**config.mk**
```make
export PLATFORM = sky130hd
export DESIGN_NAME = fsk_demodulator
export DESIGN_NICKNAME = d
export VERILOG_FILES = /design/src/rtl/fsk_demodulator.sv
export SDC_FILE = /design/constraint.sdc
export NUM_CORES = 1
export LEC_CHECK = 0
export BUFFER_PORTS_ARGS = -buffer_cell sky130_fd_sc_hd__buf_4
export CORE_MARGIN = 10
export CORE_UTILIZATION = 30
export DETAILED_ROUTE_END_ITERATION = 12
export PLACE_DENSITY = 0.45
export SLEW_MARGIN = 20
export SYNTH_ARGS = -nofsm -noshare
export SYNTH_HDL_FRONTEND = slang
export SYNTH_SLANG_ARGS = --single-unit
```
**constraint.sdc**
```tcl
create_clock -name quickclk -period 5.5 [get_ports quickclk]
set_input_delay 0.55 -clock quickclk [delete_from_list [all_inputs] [get_ports quickclk]]
set_output_delay 0.55 -clock quickclk [all_outputs]
set_load 0.05 [all_outputs]
```
**src/rtl/fsk_demodulator.sv**
```systemverilog
// 2-FSK receiver: counts rising edges of the synchronised waveform per bit window and
// reassembles CODE_W-bit codewords MSB first. Optional macro FSKDEMOD_SYNDROME_EN adds a Hamming syndrome check.
module fsk_demodulator #(
    parameter int BIT_CYCLES  = 64,
    parameter int EDGE_THRESH = 5,
    parameter int CODE_W      = 11
) (
    input  logic              quickclk,
    input  logic              reset,
    input  logic              fskin,
    input  logic              sending,
    output logic [CODE_W-1:0] code_out,
    output logic              code_valid,
    output logic              frame_err,
    output logic              code_err
);
    localparam int CYC_W  = (BIT_CYCLES > 2) ? $clog2(BIT_CYCLES) : 1;
    localparam int EDGE_W = $clog2(BIT_CYCLES) + 1;
    localparam int IDX_W  = $clog2(CODE_W + 1);

    typedef enum logic [1:0] {S_IDLE, S_SAMPLE, S_DONE} state_t;

    state_t            r_state;
    logic              r_fs_s1, r_fs, r_fs_d;
    logic              r_ss_s1, r_ss, r_ss_d;
    logic [CYC_W-1:0]  r_cyc_cnt;
    logic [EDGE_W-1:0] r_edge_cnt;
    logic [IDX_W-1:0]  r_bit_idx;
    // Only the first CODE_W-1 bits need storing; the last bit joins them on the fly.
    logic [CODE_W-2:0] r_shreg;

    logic              w_fs_rise, w_ss_rise, w_last_cyc, w_last_bit, w_bit, w_syn_err;
    logic [EDGE_W-1:0] w_edge_next;
    logic [CODE_W-1:0] w_shreg_next;

    assign w_fs_rise    = r_fs & ~r_fs_d;
    assign w_ss_rise    = r_ss & ~r_ss_d;
    assign w_edge_next  = (r_edge_cnt == '1) ? r_edge_cnt : r_edge_cnt + EDGE_W'(w_fs_rise);
    assign w_bit        = (w_edge_next >= EDGE_W'(EDGE_THRESH));
    assign w_last_cyc   = (r_cyc_cnt == CYC_W'(BIT_CYCLES - 1));
    assign w_last_bit   = (r_bit_idx == IDX_W'(CODE_W - 1));
    assign w_shreg_next = {r_shreg, w_bit};

`ifdef FSKDEMOD_SYNDROME_EN
    localparam int SYN_W = $clog2(CODE_W + 1);

    function automatic logic [SYN_W-1:0] syndrome(input logic [CODE_W-1:0] w);
        logic [SYN_W-1:0] s;
        s = '0;
        for (int p = 1; p <= CODE_W; p++)
            if (w[p-1]) s = s ^ SYN_W'(p);
        return s;
    endfunction

    assign w_syn_err = |syndrome(w_shreg_next);
`else
    assign w_syn_err = 1'b0;
`endif

    always_ff @(posedge quickclk or negedge reset) begin
        if (!reset) begin
            r_state    <= S_IDLE;
            r_fs_s1    <= 1'b0;
            r_fs       <= 1'b0;
            r_fs_d     <= 1'b0;
            r_ss_s1    <= 1'b0;
            r_ss       <= 1'b0;
            r_ss_d     <= 1'b0;
            r_cyc_cnt  <= '0;
            r_edge_cnt <= '0;
            r_bit_idx  <= '0;
            r_shreg    <= '0;
            code_out   <= '0;
            code_valid <= 1'b0;
            frame_err  <= 1'b0;
            code_err   <= 1'b0;
        end else begin
            r_fs_s1    <= fskin;
            r_fs       <= r_fs_s1;
            r_fs_d     <= r_fs;
            r_ss_s1    <= sending;
            r_ss       <= r_ss_s1;
            r_ss_d     <= r_ss;
            code_valid <= 1'b0;
            frame_err  <= 1'b0;
            code_err   <= 1'b0;
            case (r_state)
                S_IDLE: begin
                    if (w_ss_rise) begin
                        r_state    <= S_SAMPLE;
                        r_cyc_cnt  <= '0;
                        r_edge_cnt <= '0;
                        r_bit_idx  <= '0;
                    end
                end
                S_SAMPLE: begin
                    // Carrier may drop on the final window cycle without aborting the word.
                    if (!r_ss && !(w_last_cyc && w_last_bit)) begin
                        frame_err <= 1'b1;
                        r_state   <= S_IDLE;
                    end else if (w_last_cyc) begin
                        r_shreg    <= w_shreg_next[CODE_W-2:0];
                        r_cyc_cnt  <= '0;
                        r_edge_cnt <= '0;
                        r_bit_idx  <= r_bit_idx + 1'b1;
                        if (w_last_bit) begin
                            code_out   <= w_shreg_next;
                            code_valid <= 1'b1;
                            code_err   <= w_syn_err;
                            r_state    <= S_DONE;
                        end
                    end else begin
                        r_cyc_cnt  <= r_cyc_cnt + 1'b1;
                        r_edge_cnt <= w_edge_next;
                    end
                end
                S_DONE: begin
                    // DONE doubles as cycle 0 of a back-to-back word so windows stay aligned.
                    if (r_ss) begin
                        r_state    <= S_SAMPLE;
                        r_cyc_cnt  <= CYC_W'(1);
                        r_edge_cnt <= EDGE_W'(w_fs_rise);
                        r_bit_idx  <= '0;
                    end else begin
                        r_state <= S_IDLE;
                    end
                end
                default: r_state <= S_IDLE;
            endcase
        end
    end
endmodule
```
==> results.sh <==
export IMPL_status="complete, no violations"
export IMPL_post_place_ws_ps=2790
export IMPL_critical_path_endpoint_type="flop"
export IMPL_path_class="flop to flop"
export IMPL_worstMarginPinSlew_ps=798
export IMPL_first_pass_iters=4
export IMPL_grt_setup_unrepaired="false"
export IMPL_cts_setup_buffers=0
export IMPL_max_cap_violations=0
export IMPL_syn_inst=220
export IMPL_setup_violations_final=0
export IMPL_wirelength_um=5520
export IMPL_antenna_found_initial=0
export IMPL_yosys_warnings=0
export IMPL_finalWorstSetupSlack_ps=2720
export IMPL_cp_start_kind="flop"
export IMPL_hold_slack_ps=254
export IMPL_holdBufCountCts=0
export IMPL_die_y_um=110
export IMPL_slowest_stage="o21ai_1"
export IMPL_io_pins=18
export IMPL_synth_common_cells="dfrtp_1 (48), mux2_2 (21), o21ai_0 (17), nand2_1 (15), a21oi_1 (11)"
export IMPL_dp_cells=329
export IMPL_antennaDiodeCount=0
export IMPL_yosysMostFrequentCell="dfrtp_1"
export IMPL_cp_data_required_time_ps=5700
export IMPL_cts_sinks=48
export IMPL_die_x_um=110
export IMPL_grt_pass1_vias=1822
export IMPL_fp_coreArea_mm2=0.00777
export IMPL_grt_remaining_overflow=0
export IMPL_gp_congestion=0.817
export IMPL_finalClockSkew_ps=7.11
export IMPL_vias=1788
export IMPL_critical_path_max_stage_delay_ps=640
export IMPL_grt_first_pass_wirelength_um=9380
export IMPL_finalSetupTns_ps=0
export IMPL_crit_family="compound AO/OA/AOI/OAI gates"
export IMPL_clock_path_buffers=2
export IMPL_synth_nets=233
export IMPL_synth_top_area_cell="dfrtp_1"
export IMPL_cts_resized_gates=0
export IMPL_avgSynthCellArea_um2=10.9
export IMPL_synth_distinct_cells=51
export IMPL_initial_utilization_pct=31.0
export IMPL_yosysSeqAreaShare_pct=49.9
export IMPL_routed_via_density=5.31
export IMPL_slew_viol_final=0
export IMPL_hold_violations=0
export IMPL_hp_class="input pin to asynchronous set/reset pin"
export IMPL_dp_hpwl_um=3790
export IMPL_synth_edff_count=0
export IMPL_yosys_area_top_type_share_pct=49.9
export IMPL_die_area_mm2=0.0120
export IMPL_row_count=32
export IMPL_crit_chain="inv_1 > ha_1 > mux2i_1 > o21ai_1 > nand2_1 > a22o_1"
export IMPL_power_density_mw_per_mm2=375
export IMPL_path_buf_inv=1
export IMPL_cts_buffers=5
export IMPL_wire_per_inst_um=16.4
export IMPL_p_leak_nw=1.25
export IMPL_cts_htree_levels=2
export IMPL_synthTopCellsByArea="dfrtp_1 (50%), mux2_2 (9.8%), ha_1 (4.7%)"
export IMPL_drt_iter0_drc=89
export IMPL_grtUsageTotal_pct=9.81
export IMPL_fin_util_pct=35.7
export IMPL_synth_seq_cells=48
export IMPL_grt_start_max_net_pins=49
export IMPL_fin_cells=337
export IMPL_portBuffers=16
export IMPL_power_mw=1.04
export IMPL_clk_latency_ps=300
export IMPL_slew_headroom_pct=46.6
export IMPL_cts_tree="built"
export IMPL_synth_async_reset_ratio_pct=100
export IMPL_route_detailed_drc=0
export IMPL_fin_crit_sh_pct=50.6
export IMPL_cts_root_buf="clkbuf_8"
export IMPL_clk_pin_slew_ps=90
export IMPL_dpl_cell_area_mm2=0.00261
export IMPL_finalCriticalPeriod_ps=2780
export IMPL_design_area_mm2=0.00277
export IMPL_drive_above_1_share_pct=23.4
export IMPL_critPathArrivalTime_ps=2980
export IMPL_antenna_left=0
export IMPL_synth_area_mm2=0.00241
export IMPL_worstPathMaxFanout=18
export IMPL_clock_fmax_mhz=360
export IMPL_synthFlopType="dfrtp_1"
export IMPL_syn_to_final_growth_pct=15.2
export IMPL_num_nets_final=247
export IMPL_ir_drop_uv=192
## cells by family after synthesis
logic type,share of synthesized area [%]
AND/OR/NAND/NOR,14.6
AO/OA/AOI/OAI,17.3
flip-flops,49.9
multiplexers,10.2
buffers and inverters,3.17
adder cells (fa/ha/maj),4.68
other,0.156
## cell type report
cell class                 instances  area (um^2)
multi-input combinational        155         1130
fill                             802         4990
sequential                        48         1200
timing repair buffer              16          120
tap                              102          128
clock inverter                     3         90.1
inverter                           8         30.0
clock buffer                       5         68.8
## worst register-to-register path, cell delays in order, from the launching register on
cell,delay [ps]
dfrtp_1,420
inv_1,90
ha_1,620
mux2i_1,190
o21ai_1,640
nand2_1,400
a22o_1,320
## layout by cell type (no fill, tap or decap), types with 2 or more instances in the layout
cell / n
and3_1: 4
clkbuf_8: 5
dfrtp_1: 48
o22ai_1: 3
and2_1: 2
a21oi_1: 11
nand2_1: 15
nor2b_1: 3
nand4_1: 6
o21ai_0: 17
o211ai_1: 3
mux2_2: 21
nand4b_1: 2
nand3_1: 8
ha_1: 9
inv_1: 7
nand3b_1: 3
bufinv_16: 3
buf_4: 16
o31ai_1: 3
and4_1: 2
nor3_1: 6
nor2_1: 5
a31oi_1: 7
## final timing paths
kind / from / end / slack (ps) / depth (start not counted)
max in group asynchronous: reset / r_shreg[0] / 4820 / 1
max: r_state[1] / r_bit_idx[1] / 2720 / 6
max reg2reg: r_state[1] / r_bit_idx[1] / 2720 / 6
min: reset / r_bit_idx[1] / 250 / 1
min reg2reg: r_fs_s1 / r_fs / 360 / 0
min in group quickclk: r_fs_s1 / r_fs / 360 / 0
## per-layer routing
metal | track usage (%) | vias to the layer above | wire, um
li1 | - | 848 | -
met1 | 12.6 | 890 | 2660
met2 | 15.5 | 44 | 2510
met3 | 2.57 | 6 | 292
met4 | 3.81 | 0 | 67
met5 | 0 | - | 0
## sequential cells by signal, summed over array words and instances (netlist names), 2 cells and up
| name | cells |
|---|---|
| r_state | 2 |
| code_out | 11 |
| r_cyc_cnt | 6 |
| r_bit_idx | 4 |
| r_shreg | 10 |
| r_edge_cnt | 7 |
## power by group
group	total (mW)	leakage, nW	switching, mW	internal (mW)
combinational	0.299	0.521	0.214	0.0853
clock	0.347	0.0784	0.119	0.227
sequential	0.394	0.652	0.0207	0.373
(Power assumes the default switching activity.)
